[config.mk]
export PLATFORM = sky130hd
export DESIGN_NAME = sprite_layer
export DESIGN_NICKNAME = d
export VERILOG_FILES = /design/src/rtl/sprite_pkg.sv /design/src/rtl/sprite_layer_if.sv /design/src/rtl/sprite_anim_ctr.sv /design/src/rtl/sprite_layer.sv
export SDC_FILE = /design/constraint.sdc
export NUM_CORES = 1
export LEC_CHECK = 0
export BUFFER_PORTS_ARGS = -buffer_cell sky130_fd_sc_hd__buf_2
export CAP_MARGIN = 0
export CORE_UTILIZATION = 40
export DETAILED_ROUTE_END_ITERATION = 8
export SLEW_MARGIN = 20
export SYNTH_ARGS = -nofsm -noshare
export SYNTH_HDL_FRONTEND = slang
export SYNTH_SLANG_ARGS = --single-unit
[constraint.sdc]
create_clock -name vga_clk -period 7.9 [get_ports vga_clk]
set_input_delay 0.79 -clock vga_clk [delete_from_list [all_inputs] [get_ports vga_clk]]
set_output_delay 0.79 -clock vga_clk [all_outputs]
set_load 0.01 [all_outputs]
[src/rtl/sprite_pkg.sv]
// Shared screen/colour constants and bundle types
// for the sprite layer and its helpers.
package sprite_pkg;
  localparam int SCR_W = 640;
  localparam int SCR_H = 480;
  localparam int CRD_W = 10;
  localparam int COL_W = 4;

  typedef logic [CRD_W-1:0] crd_t;
  typedef logic [COL_W-1:0] col_t;

  typedef struct packed {
    logic en;
    logic flip;
    crd_t x;
    crd_t y;
  } shadow_t;

  typedef struct packed {
    logic vld;
    col_t r;
    col_t g;
    col_t b;
  } pix_t;
endpackage

[src/rtl/sprite_layer_if.sv]
// Animation control bundle between the sprite
// layer and its frame counter.
interface sprite_layer_if #(
  parameter int NUM_FRAMES = 1
);
  localparam int FW = (NUM_FRAMES > 1) ? $clog2(NUM_FRAMES) : 1;

  logic          frame_start;
  logic          anim_en;
  logic [FW-1:0] frame_idx;

  modport master (
    output frame_start,
    output anim_en,
    input  frame_idx
  );

  modport slave (
    input  frame_start,
    input  anim_en,
    output frame_idx
  );
endinterface

[src/rtl/sprite_anim_ctr.sv]
// Animation divider and frame index, stepped once
// per video frame while animation is enabled.
module sprite_anim_ctr #(
  parameter int NUM_FRAMES = 1,
  parameter int FRAME_DIV  = 8
) (
  input logic           clk_i,
  input logic           rst_i,
  sprite_layer_if.slave anim
);
  localparam int DW = (FRAME_DIV > 1) ? $clog2(FRAME_DIV) : 1;
  localparam int FW = (NUM_FRAMES > 1) ? $clog2(NUM_FRAMES) : 1;

  logic [DW-1:0] div_q, div_d;
  logic [FW-1:0] frm_q, frm_d;

  always_comb begin
    div_d = div_q;
    frm_d = frm_q;
    if (anim.frame_start && anim.anim_en) begin
      if (div_q == DW'(FRAME_DIV - 1)) begin
        div_d = '0;
        if (frm_q == FW'(NUM_FRAMES - 1)) frm_d = '0;
        else frm_d = frm_q + 1'b1;
      end else begin
        div_d = div_q + 1'b1;
      end
    end
  end

  always_ff @(posedge clk_i) begin
    if (rst_i) begin
      div_q <= '0;
      frm_q <= '0;
    end else begin
      div_q <= div_d;
      frm_q <= frm_d;
    end
  end

  assign anim.frame_idx = frm_q;
endmodule

[src/rtl/sprite_layer.sv]
// Scaled, mirrored, animated sprite overlay fed by an
// external synchronous ROM and combinational palette.
module sprite_layer
  import sprite_pkg::*;
#(
  parameter int         SPR_W      = 50,
  parameter int         SPR_H      = 50,
  parameter int         SCALE_LOG2 = 0,
  parameter int         NUM_FRAMES = 1,
  parameter int         FRAME_DIV  = 8,
  parameter int         ADDR_W     = 12,
  parameter logic [3:0] TRANSP_IDX = 4'h0
) (
  input  logic              vga_clk,
  input  logic              reset,
  input  crd_t              DrawX,
  input  crd_t              DrawY,
  input  logic              blank,
  input  logic              frame_start,
  input  crd_t              pos_x,
  input  crd_t              pos_y,
  input  logic              sprite_en,
  input  logic              flip_h,
  input  logic              anim_en,
  output logic [ADDR_W-1:0] rom_address,
  input  col_t              rom_q,
  output col_t              pal_idx,
  input  col_t              pal_red,
  input  col_t              pal_green,
  input  col_t              pal_blue,
  output col_t              red,
  output col_t              green,
  output col_t              blue,
  output logic              pix_valid
);
  localparam int BW = SPR_W << SCALE_LOG2;
  localparam int BH = SPR_H << SCALE_LOG2;

  sprite_layer_if #(.NUM_FRAMES(NUM_FRAMES)) anim_if ();

  assign anim_if.frame_start = frame_start;
  assign anim_if.anim_en     = anim_en;

  sprite_anim_ctr #(
    .NUM_FRAMES(NUM_FRAMES),
    .FRAME_DIV (FRAME_DIV)
  ) u_anim (
    .clk_i(vga_clk),
    .rst_i(reset),
    .anim (anim_if.slave)
  );

  shadow_t shd_q, shd_d;
  pix_t    pix_q, pix_d;
  logic    ibx_q, blk_q;

  always_comb begin
    shd_d = shd_q;
    if (frame_start) begin
      shd_d = '{en: sprite_en, flip: flip_h, x: pos_x, y: pos_y};
    end
  end

  // 11-bit compares so a box hanging off the right/bottom never wraps
  logic [10:0] x11, y11, px11, py11;
  logic [10:0] dx, dy, col, row, colf;
  logic        in_box;

  assign x11  = {1'b0, DrawX};
  assign y11  = {1'b0, DrawY};
  assign px11 = {1'b0, shd_q.x};
  assign py11 = {1'b0, shd_q.y};

  assign in_box = shd_q.en
               && (x11 >= px11) && (x11 < px11 + 11'(BW))
               && (y11 >= py11) && (y11 < py11 + 11'(BH));

  assign dx   = x11 - px11;
  assign dy   = y11 - py11;
  assign col  = dx >> SCALE_LOG2;
  assign row  = dy >> SCALE_LOG2;
  assign colf = shd_q.flip ? 11'(SPR_W - 1) - col : col;

  logic [ADDR_W-1:0] base;
  assign base = ADDR_W'(anim_if.frame_idx) * ADDR_W'(SPR_W * SPR_H);

  assign rom_address = in_box
    ? base + ADDR_W'(row) * ADDR_W'(SPR_W) + ADDR_W'(colf)
    : '0;

  assign pal_idx = rom_q;

  always_comb begin
    pix_d = '0;
    if (ibx_q && blk_q && (rom_q != TRANSP_IDX)) begin
      pix_d = '{vld: 1'b1, r: pal_red, g: pal_green, b: pal_blue};
    end
  end

  always_ff @(posedge vga_clk) begin
    if (reset) begin
      shd_q <= '0;
      ibx_q <= 1'b0;
      blk_q <= 1'b0;
      pix_q <= '0;
    end else begin
      shd_q <= shd_d;
      ibx_q <= in_box;
      blk_q <= blank;
      pix_q <= pix_d;
    end
  end

  assign red       = pix_q.r;
  assign green     = pix_q.g;
  assign blue      = pix_q.b;
  assign pix_valid = pix_q.vld;
endmodule

==> flow_metrics.py, run 1 <==
metrics = {
    "timing": {
        "setup_viol": 0,
        "period_needed_ns": 6.96,
        "worst_pin_slew_ns": 0.923,
        "hold_violations": 0,
        "finClkSkew_ns": 0.00247,
        "slew_viol_final": 0,
        "rsz0062_at_grt": "no",
        "slew_headroom": 0.380,
        "setup_tns_ns": 0,
        "min_period_over_period": 0.881,
        "worst_slack_ns": 0.938,
        "clock.fmax_ghz": 0.144,
    },
    "detailed_routing": {
        "ant_nets": 0,
        "vias_per_cell": 4.99,
        "vias": 3556,
        "wl_per_cell_microns": 12.7,
        "dr.pass1.iters": 4,
        "route.detailed.drc": 0,
        "routed_wl_microns": 9040,
        "drtIter0Drc": 107,
    },
    "clocking": {
        "cts_max_level": 2,
        "cts_tree": "done",
        "hold_buffers": 0,
        "postCtsSetupRepairBufs": 0,
        "post_cts_resized": 0,
        "numCtsBuffers": 5,
        "cts_root_buffer": "clkbuf_8",
        "numClockSinks": 37,
        "cts_buffer_depth": 2,
        "clk-insertion-delay-late_ns": 0.28,
        "path_clk_slew_ns": 0.07,
    },
    "synth": {
        "synth_common_cells": "80 x ha_1, 56 x inv_1, 40 x nor2_1, 38 x xnor2_1, 37 x dfxtp_1",
        "synth-seq-cells": 37,
        "synth-simple-area-share": 0.152,
        "synth_flop_cell": "dfxtp_1",
        "yosys_warnings": 0,
        "synth_xor_xnor_area_share": 0.106,
        "yosys.cell_count.top_type": "ha_1",
        "syn_area_sq_mm": 0.00424,
        "postSynthCellCount": 496,
        "syn_area_per_cell_sq_um": 8.55,
        "yosys.area.top_type_share": 0.236,
        "yosys.area.top_type": "ha_1",
        "synth_mux_area_frac": 0.0596,
        "async_reset_ff_frac": 0,
        "synth_compound_area_frac": 0.165,
        "ys_types": 58,
        "synth_edf_count": 0,
        "synth_area_leaders": "ha_1 24%, dfxtp_1 17%, xnor2_1 7.8%",
        "synth_seq_area_share": 0.175,
        "synth_top_family_by_area": "adder cells",
        "synthAdderAreaFrac": 0.274,
        "synth.net_count": 647,
    },
    "placed_design": {
        "hpwlAfterDp_microns": 7840,
        "pre_cts_slack_ns": 0.944,
        "dpl_cell_area_sq_mm": 0.00478,
        "portBuffers": 90,
        "place_congestion": 0.839,
    },
    "global_routing": {
        "grt_util_met3": 0.0212,
        "gr-usage-met1": 0.221,
        "overflow": 0,
        "grt_pass1_wl_microns": 15400,
        "gr-usage-met2": 0.293,
        "grt_max_degree": 26,
        "track_usage": 0.168,
        "busiest_layer": "met2",
        "antenna_found_initial": 0,
        "first_global_vias": 3471,
    },
    "min_path": {
        "hp-class": "flop to flop",
        "hold_path_depth": 2,
    },
    "pwr": {
        "seqPwrFrac": 0.139,
        "ir_drop_v": 0.000321,
        "p_comb_frac": 0.756,
        "internal-power_mw": 0.796,
        "leakagePower_nw": 2.43,
        "power.switching_mw": 0.661,
        "clock_power_share": 0.106,
        "swShare": 0.454,
        "power_density_mw_per_mm2": 298,
    },
    "finish": {
        "finish.utilization": 0.473,
        "synthToLayoutAreaGrowth_pct": 15.1,
        "nNetsFinal": 728,
        "fin_area_sq_mm": 0.00488,
        "layout-drive-gt1-share": 0.205,
        "diodes": 0,
    },
    "floorplan": {
        "core.rowCount": 37,
        "coreArea_sq_mm": 0.0103,
        "dieArea_sq_mm": 0.0110,
        "die_height_microns": 105,
        "die_x_microns": 105,
        "ioPinCount": 92,
        "start_util": 0.411,
    },
    "critical_path": {
        "start_kind": "input port",
        "worstPathRequired_ns": 7.11,
        "crit_path_end_kind": "output pin",
        "reg2reg_depth": 11,
        "crit_fanout": 5,
        "critPathArrivalTime_ns": 6.17,
        "crit_type": "input port to output pin",
    },
    "job": {
        "max_cap_violations": 0,
    },
    "run_status": {
        "status": "completed",
    },
}
## registers in the layout (all words and copies together) (netlist names)
| name | count |
|---|---|
| blk_q | 1 |
| blue | 4 |
| green | 4 |
| ibx_q | 1 |
| pix_valid | 1 |
| px11 | 10 |
| py11 | 10 |
| red | 4 |
| shd_q | 2 |
## area by class of cell
type,instances,area [sq um]
timing repair buffer,90,450
multi-input combinational,387,3210
inverter,56,210
clock inverter,2,35.0
tap,136,170
fill,1018,5440
sequential,37,741
clock buffer,5,68.8
## kinds of logic (layout without fill, tap and decap cells)
kind of cell             after synthesis  count (layout)
AND/OR/NAND/NOR                      125             125
AO/OA/AOI/OAI                         99              99
adder cells (fa/ha/maj)               88              88
buffers and inverters                 72             153
XOR/XNOR                              50              50
flip-flops                            37              37
multiplexers                          25              25
## critical path: stages
cell,delay [ns]
buf_2,0.12
ha_1,0.40
a21o_1,0.22
a31oi_4,0.20
xnor2_1,0.24
ha_1,0.30
ha_1,0.27
inv_1,0.05
fa_1,0.49
inv_1,0.04
ha_1,0.32
a21oi_1,0.25
xnor2_1,0.16
ha_1,0.25
ha_1,0.23
or4_1,0.50
a21oi_1,0.25
o31ai_1,0.17
nor2b_1,0.16
o211a_1,0.24
or3_1,0.36
buf_2,0.14
## cells in the final DEF, fill, tap and decap left out, types with 4 or more instances in the layout
| master | n |
|---|---|
| xor2_1 | 11 |
| clkbuf_8 | 5 |
| inv_1 | 56 |
| nor2b_1 | 6 |
| a21o_1 | 11 |
| nand4_1 | 4 |
| dfxtp_1 | 37 |
| o21ai_0 | 16 |
| fa_1 | 8 |
| a21oi_1 | 26 |
| o31ai_1 | 6 |
| o21a_1 | 7 |
| buf_2 | 90 |
| nor2_1 | 40 |
| and2_1 | 15 |
| nor3_1 | 7 |
| nand3_1 | 6 |
| o21bai_1 | 6 |
| nand2_1 | 27 |
| mux2i_1 | 23 |
| xnor2_1 | 38 |
| ha_1 | 80 |
## stage by stage
| step | hold WS [ns] | total power, mW | cells |
|---|---|---|---|
| 2_1_floorplan | 0.460 | 1.11 | 496 |
| 6_report | 0.514 | 1.46 | 713 |
| 5_1_grt | 0.537 | 1.63 | 713 |
| 3_3_place_gp | 0.489 | 1.30 | 706 |
| 3_5_place_dp | 0.503 | 1.31 | 706 |
| 4_1_cts | 0.525 | 1.47 | 713 |
## worst paths after layout
path / endpoint / slack (ns) / from
max: rom_address[11] / 0.94 / DrawY[2]
min: py11[0] / 0.51 / py11[0]
max reg2reg: ibx_q / 4.95 / py11[1]
min reg2reg: py11[0] / 0.51 / py11[0]
## routing by layer
layer,vias to the layer above,share of wire
met5,-,0
met4,0,0.0039
met3,2,0.031
met2,71,0.48
met1,1606,0.49
li1,1877,-
## power by group through the flow
stage	sequential, mW	clock [mW]	combinational [mW]
floorplan	0.203	0	0.912
global placement	0.206	0	1.09
detailed placement	0.206	0	1.10
CTS	0.202	0.160	1.11
global route	0.203	0.168	1.26
finish	0.202	0.154	1.10
(Power assumes the default switching activity.)
==> run 2: changes to the inputs <==
==> constraint.sdc (replaced) <==
create_clock -name vga_clk -period 7.9 [get_ports vga_clk]
set_input_delay 1.58 -clock vga_clk [delete_from_list [all_inputs] [get_ports vga_clk]]
set_output_delay 1.58 -clock vga_clk [all_outputs]
set_load 0.01 [all_outputs]
==> run 2 against run 1 <==
  * The run now ends with negative setup slack left
  * Worst hold slack better by 0.0022 ns
  * Worst setup slack got worse by 0.96 ns
  * Core utilization is 4.7 points higher
  * Count of clock-buffer cells in the layout is 1 higher
  * Largest power group unchanged
==> flow_metrics.py, run 2 (synthesis results as in run 1) <==
metrics = {
    "finish": {
        "fin_area_sq_mm": 0.00537,
        "final_cell_mix": "89 x buf_2, 73 x ha_1, 50 x inv_1",
        "finish.utilization": 0.520,
        "nNetsFinal": 767,
        "synthToLayoutAreaGrowth_pct": 26.6,
        "nFillCells": 983,
        "final_common_cell": "buf_2",
        "multiInputGateArea_sq_mm": 0.00337,
        "diodes": 0,
        "layout-drive-gt1-share": 0.298,
        "fin_cells": 753,
        "ff_latch_area_sq_um": 741,
    },
    "pwr": {
        "power_density_mw_per_mm2": 383,
        "ir_drop_v": 0.000693,
        "leakagePower_nw": 2.65,
    },
    "global_routing": {
        "antenna_found_initial": 0,
        "overflow": 0,
        "grt_pass1_wl_microns": 15600,
        "track_usage": 0.172,
        "first_global_vias": 3620,
        "grt_max_degree": 26,
    },
    "clocking": {
        "numClockSinks": 37,
        "numCtsBuffers": 5,
        "cts_buffer_depth": 2,
        "hold_buffers": 0,
        "clk-insertion-delay-late_ns": 0.29,
        "path_clk_slew_ns": 0.07,
        "cts_root_buffer": "clkbuf_8",
        "cts_max_level": 2,
        "cts_tree": "done",
    },
    "floorplan": {
        "dieArea_sq_mm": 0.0110,
        "coreArea_sq_mm": 0.0103,
        "die_x_microns": 105,
        "ioPinCount": 92,
        "start_util": 0.411,
        "core.rowCount": 37,
        "die_height_microns": 105,
    },
    "detailed_routing": {
        "routed_wl_microns": 9240,
        "dr.pass1.iters": 4,
        "vias_per_cell": 4.93,
        "wl_per_cell_microns": 12.3,
        "vias": 3715,
        "drtIter0Drc": 100,
        "ant_nets": 0,
        "route.detailed.drc": 0,
    },
    "critical_path": {
        "crit_fanout": 3,
        "start_kind": "input port",
        "crit_buf_inv": 10,
        "crit_path_end_kind": "output pin",
        "worstPathRequired_ns": 6.32,
        "critPathArrivalTime_ns": 6.34,
        "crit_type": "input port to output pin",
        "slowest_delay_ns": 0.51,
        "r2r_slack_ns": 4.91,
        "crit_path_top_delay_cell": "or4_1",
        "crit_family": "adder cells",
    },
    "min_path": {
        "hp-class": "flop to flop",
    },
    "timing": {
        "worst_slack_ns": -0.0195,
        "slew_headroom": 0.473,
        "slew_viol_final": 0,
        "finClkSkew_ns": 0.00463,
        "setup_viol": 1,
        "setup_tns_ns": -0.0195,
        "worst_pin_slew_ns": 0.783,
        "min_period_over_period": 1.00,
        "period_needed_ns": 7.92,
        "clock.fmax_ghz": 0.126,
        "hold_violations": 0,
        "rsz0062_at_grt": "yes",
    },
    "placed_design": {
        "hpwlAfterDp_microns": 7970,
        "portBuffers": 90,
        "numPlacedInstances": 740,
        "dpl_cell_area_sq_mm": 0.00504,
        "place_congestion": 0.835,
    },
    "run_status": {
        "status": "finished with violations",
        "violations": "negative setup slack",
    },
    "job": {
        "max_cap_violations": 0,
    },
}
## run 2: cell types whose count changed in the layout (fill, tap and decap cells not counted), sizes merged
cell      change
clkbuf        +1
buf          +39
clkinv        -1
clkinvlp      +1
## run 2: power breakdown
group	internal [mW]	leakage, nW	total (mW)	switching, mW
Clock	0.103	0.0574	0.171	0.0680
Sequential	0.193	0.303	0.203	0.00911
Combinational	0.912	2.29	1.68	0.771
Total	1.21	2.65	2.06	0.848
## run 2: per-layer routing
layer  vias to the layer above  global-route usage  wire length [microns]
met4                         0              0.0463                    131
met3                        15              0.0231                    309
met5                         -                   0                      0
met1                      1667               0.213                   4380
met2                        76               0.308                   4420
li1                       1957                   -                      -
## run 2: worst paths after layout
check           start               to  depth (start not counted)
max          DrawY[0]  rom_address[11]                         26
min             blk_q        pix_valid                          2
max reg2reg   py11[1]            ibx_q                         11
min reg2reg     blk_q        pix_valid                          2
## run 2: what timing repair did
| item | 4_1_cts | 5_1_grt |
|---|---|---|
| pin swaps | 29 | 16 |
| setup endpoints to repair | 1 | 1 |
| buffers inserted | 3 | 2 |
| hold endpoints to repair | 0 | 0 |
| resized for setup | 26 | 4 |
## run 2: worst register-to-register path, cell delays in order (launching register included)
cell and delay (ns):
dfxtp_1 0.36, ha_1 0.25, a21oi_1 0.22, nand2_1 0.12, nand2_1 0.10, xnor2_1 0.12, ha_1 0.26, a21oi_1 0.16
and2b_2 0.22, o311a_1 0.33, or4_4 0.66, nor2_1 0.13
## run 2: layout make-up
| class | count | share of cell area |
|---|---|---|
| inverters | 56 | 0.0396 |
| well taps | 136 | 0.0317 |
| flip-flops and latches | 37 | 0.138 |
| clock buffers | 6 | 0.0154 |
| clock inverters | 2 | 0.00699 |
| multi-input cells | 387 | 0.628 |
| repair buffers | 129 | 0.140 |
## run 2: per-stage QoR
stage               power [mW]  setup WS [ns]  hold WS (ns)
floorplan                 1.12         0.0498         0.460
global placement          1.54         -0.227         0.487
detailed placement        1.57         -0.292         0.509
CTS                       1.99        -0.0412         0.527
global route              2.27         -0.174         0.573
finish                    2.06        -0.0195         0.516
==> run 3: changes to the inputs <==
==> constraint.sdc (replaced) <==
create_clock -name vga_clk -period 7.9 [get_ports vga_clk]
set_input_delay 0.395 -clock vga_clk [delete_from_list [all_inputs] [get_ports vga_clk]]
set_output_delay 0.395 -clock vga_clk [all_outputs]
set_load 0.01 [all_outputs]
==> run 3 against run 2 <==
  * Via count decreased by 3.6%
  * Non-clock buffer count decreased by 39
  * Fmax increased by 25%
  * Largest power group unchanged
  * Critical endpoint unchanged
  * Register-to-register slack about the same
  * Combinational power decreased by 34%
  * Count of clock-buffer cells in the layout unchanged
  * Flip-flop and latch count unchanged
  * Final area decreased by 9.2%
  * Cell count decreased by 5.2%
  * The run now ends clean
  * Critical path depth decreased by 4
  * Sequential share of layout area increased by 1.4 points
  * Wire length decreased by 2.8%
==> flow_metrics.py, run 3 (synthesis results as in run 1) <==
metrics = {
    "detailed_routing": {
        "dr.pass1.iters": 4,
        "route.detailed.drc": 0,
        "vias_per_cell": 5.01,
        "drtIter0Drc": 99,
        "ant_nets": 0,
        "vias": 3580,
        "routed_wl_microns": 8980,
        "wl_per_cell_microns": 12.6,
    },
    "finish": {
        "diodes": 0,
        "final_cell_mix": "90 x buf_2, 80 x ha_1, 56 x inv_1",
        "finish.utilization": 0.472,
        "layout-drive-gt1-share": 0.206,
        "final_common_cell": "buf_2",
        "nNetsFinal": 728,
        "synthToLayoutAreaGrowth_pct": 15.0,
    },
    "clocking": {
        "cts_tree": "done",
        "cts_root_buffer": "clkbuf_8",
        "hold_buffers": 0,
        "numClockSinks": 37,
        "path_clk_slew_ns": 0.07,
        "cts_buffer_depth": 2,
        "post_cts_resized": 0,
        "postCtsSetupRepairBufs": 0,
        "clk-insertion-delay-late_ns": 0.28,
        "cts_max_level": 2,
        "numCtsBuffers": 5,
    },
    "timing": {
        "slew_headroom": 0.356,
        "setup_viol": 0,
        "finClkSkew_ns": 0.00574,
        "setup_tns_ns": 0,
        "hold_violations": 0,
        "worst_pin_slew_ns": 0.958,
        "min_period_over_period": 0.800,
        "clock.fmax_ghz": 0.158,
        "slew_viol_final": 0,
        "period_needed_ns": 6.32,
        "rsz0062_at_grt": "no",
    },
    "floorplan": {
        "die_height_microns": 105,
        "start_util": 0.411,
        "ioPinCount": 92,
        "die_x_microns": 105,
        "core.rowCount": 37,
        "dieArea_sq_mm": 0.0110,
        "coreArea_sq_mm": 0.0103,
    },
    "critical_path": {
        "start_kind": "flop",
        "worstPathRequired_ns": 7.51,
        "startpoint": "py11[2]",
        "crit_path_end_kind": "output pin",
        "timing.rr.start": "py11[1]",
        "crit_fanout": 5,
        "critPathArrivalTime_ns": 5.93,
        "crit_type": "flop to output pin",
    },
    "pwr": {
        "leakagePower_nw": 2.43,
        "power_density_mw_per_mm2": 296,
        "ir_drop_v": 0.000262,
    },
    "placed_design": {
        "hpwlAfterDp_microns": 7740,
        "place_congestion": 0.830,
        "portBuffers": 90,
    },
    "global_routing": {
        "track_usage": 0.172,
        "overflow": 0,
        "antenna_found_initial": 0,
        "first_global_vias": 3582,
        "grt_max_degree": 26,
        "grt_pass1_wl_microns": 15700,
    },
    "min_path": {
        "hp-start": "pal_blue[0]",
        "hp-class": "input port to flop",
    },
    "run_status": {
        "status": "completed",
    },
    "job": {
        "max_cap_violations": 0,
    },
}
==> run 3: power breakdown <==
group          switching, mW  internal (mW)  leakage (nW)
clock                 0.0649         0.0707        0.0512
combinational          0.595          0.512          2.07
sequential           0.00862          0.193         0.303
==> run 3: cell type report <==
class	count	area, sq um
clock buffer	6	82.6
timing repair buffer	90	450
multi-input combinational	387	3210
fill	1013	5450
tap	136	170
clock inverter	2	13.8
sequential	37	741
inverter	56	210
==> run 3: worst paths after layout <==
check | endpoint | slack (ns) | cells past startpoint
worst max-delay path | rom_address[11] | 1.58 | 22
worst min-delay path | blue[0] | 0.31 | 2
worst max register to register | ibx_q | 4.92 | 11
worst min register to register | py11[0] | 0.52 | 2
==> run 3: layer usage <==
metal	routed length (microns)	track usage	up-vias
li1	-	-	1882
met3	359	0.0262	10
met1	4380	0.225	1609
met4	156	0.0513	0
met5	0	0	-
met2	4090	0.289	79
==> run 3: metrics by stage <==
stage	hold slack [ns]	setup WS (ns)	cell area [sq um]	std cells	total power, mW
CTS	0.301	1.51	4880	714	1.46
detailed placement	0.507	1.71	4780	706	1.32
floorplan	0.460	2.33	4240	496	1.11
global route	0.304	1.22	4880	714	1.63
global placement	0.487	1.82	4780	706	1.30
finish	0.311	1.58	4880	714	1.44
==> run 3: worst max-delay path: stages (launching register included) <==
cell	delay (ns)
dfxtp_1	0.38
inv_1	0.06
ha_1	0.39
a21o_1	0.22
a31oi_4	0.20
xnor2_1	0.22
ha_1	0.29
ha_1	0.27
inv_1	0.05
fa_1	0.49
inv_1	0.04
ha_1	0.32
a21oi_1	0.24
xnor2_1	0.16
ha_1	0.26
ha_1	0.23
or4_1	0.50
a21oi_1	0.27
o31ai_1	0.17
nor2b_1	0.15
o211a_1	0.23
or3_1	0.36
buf_2	0.14
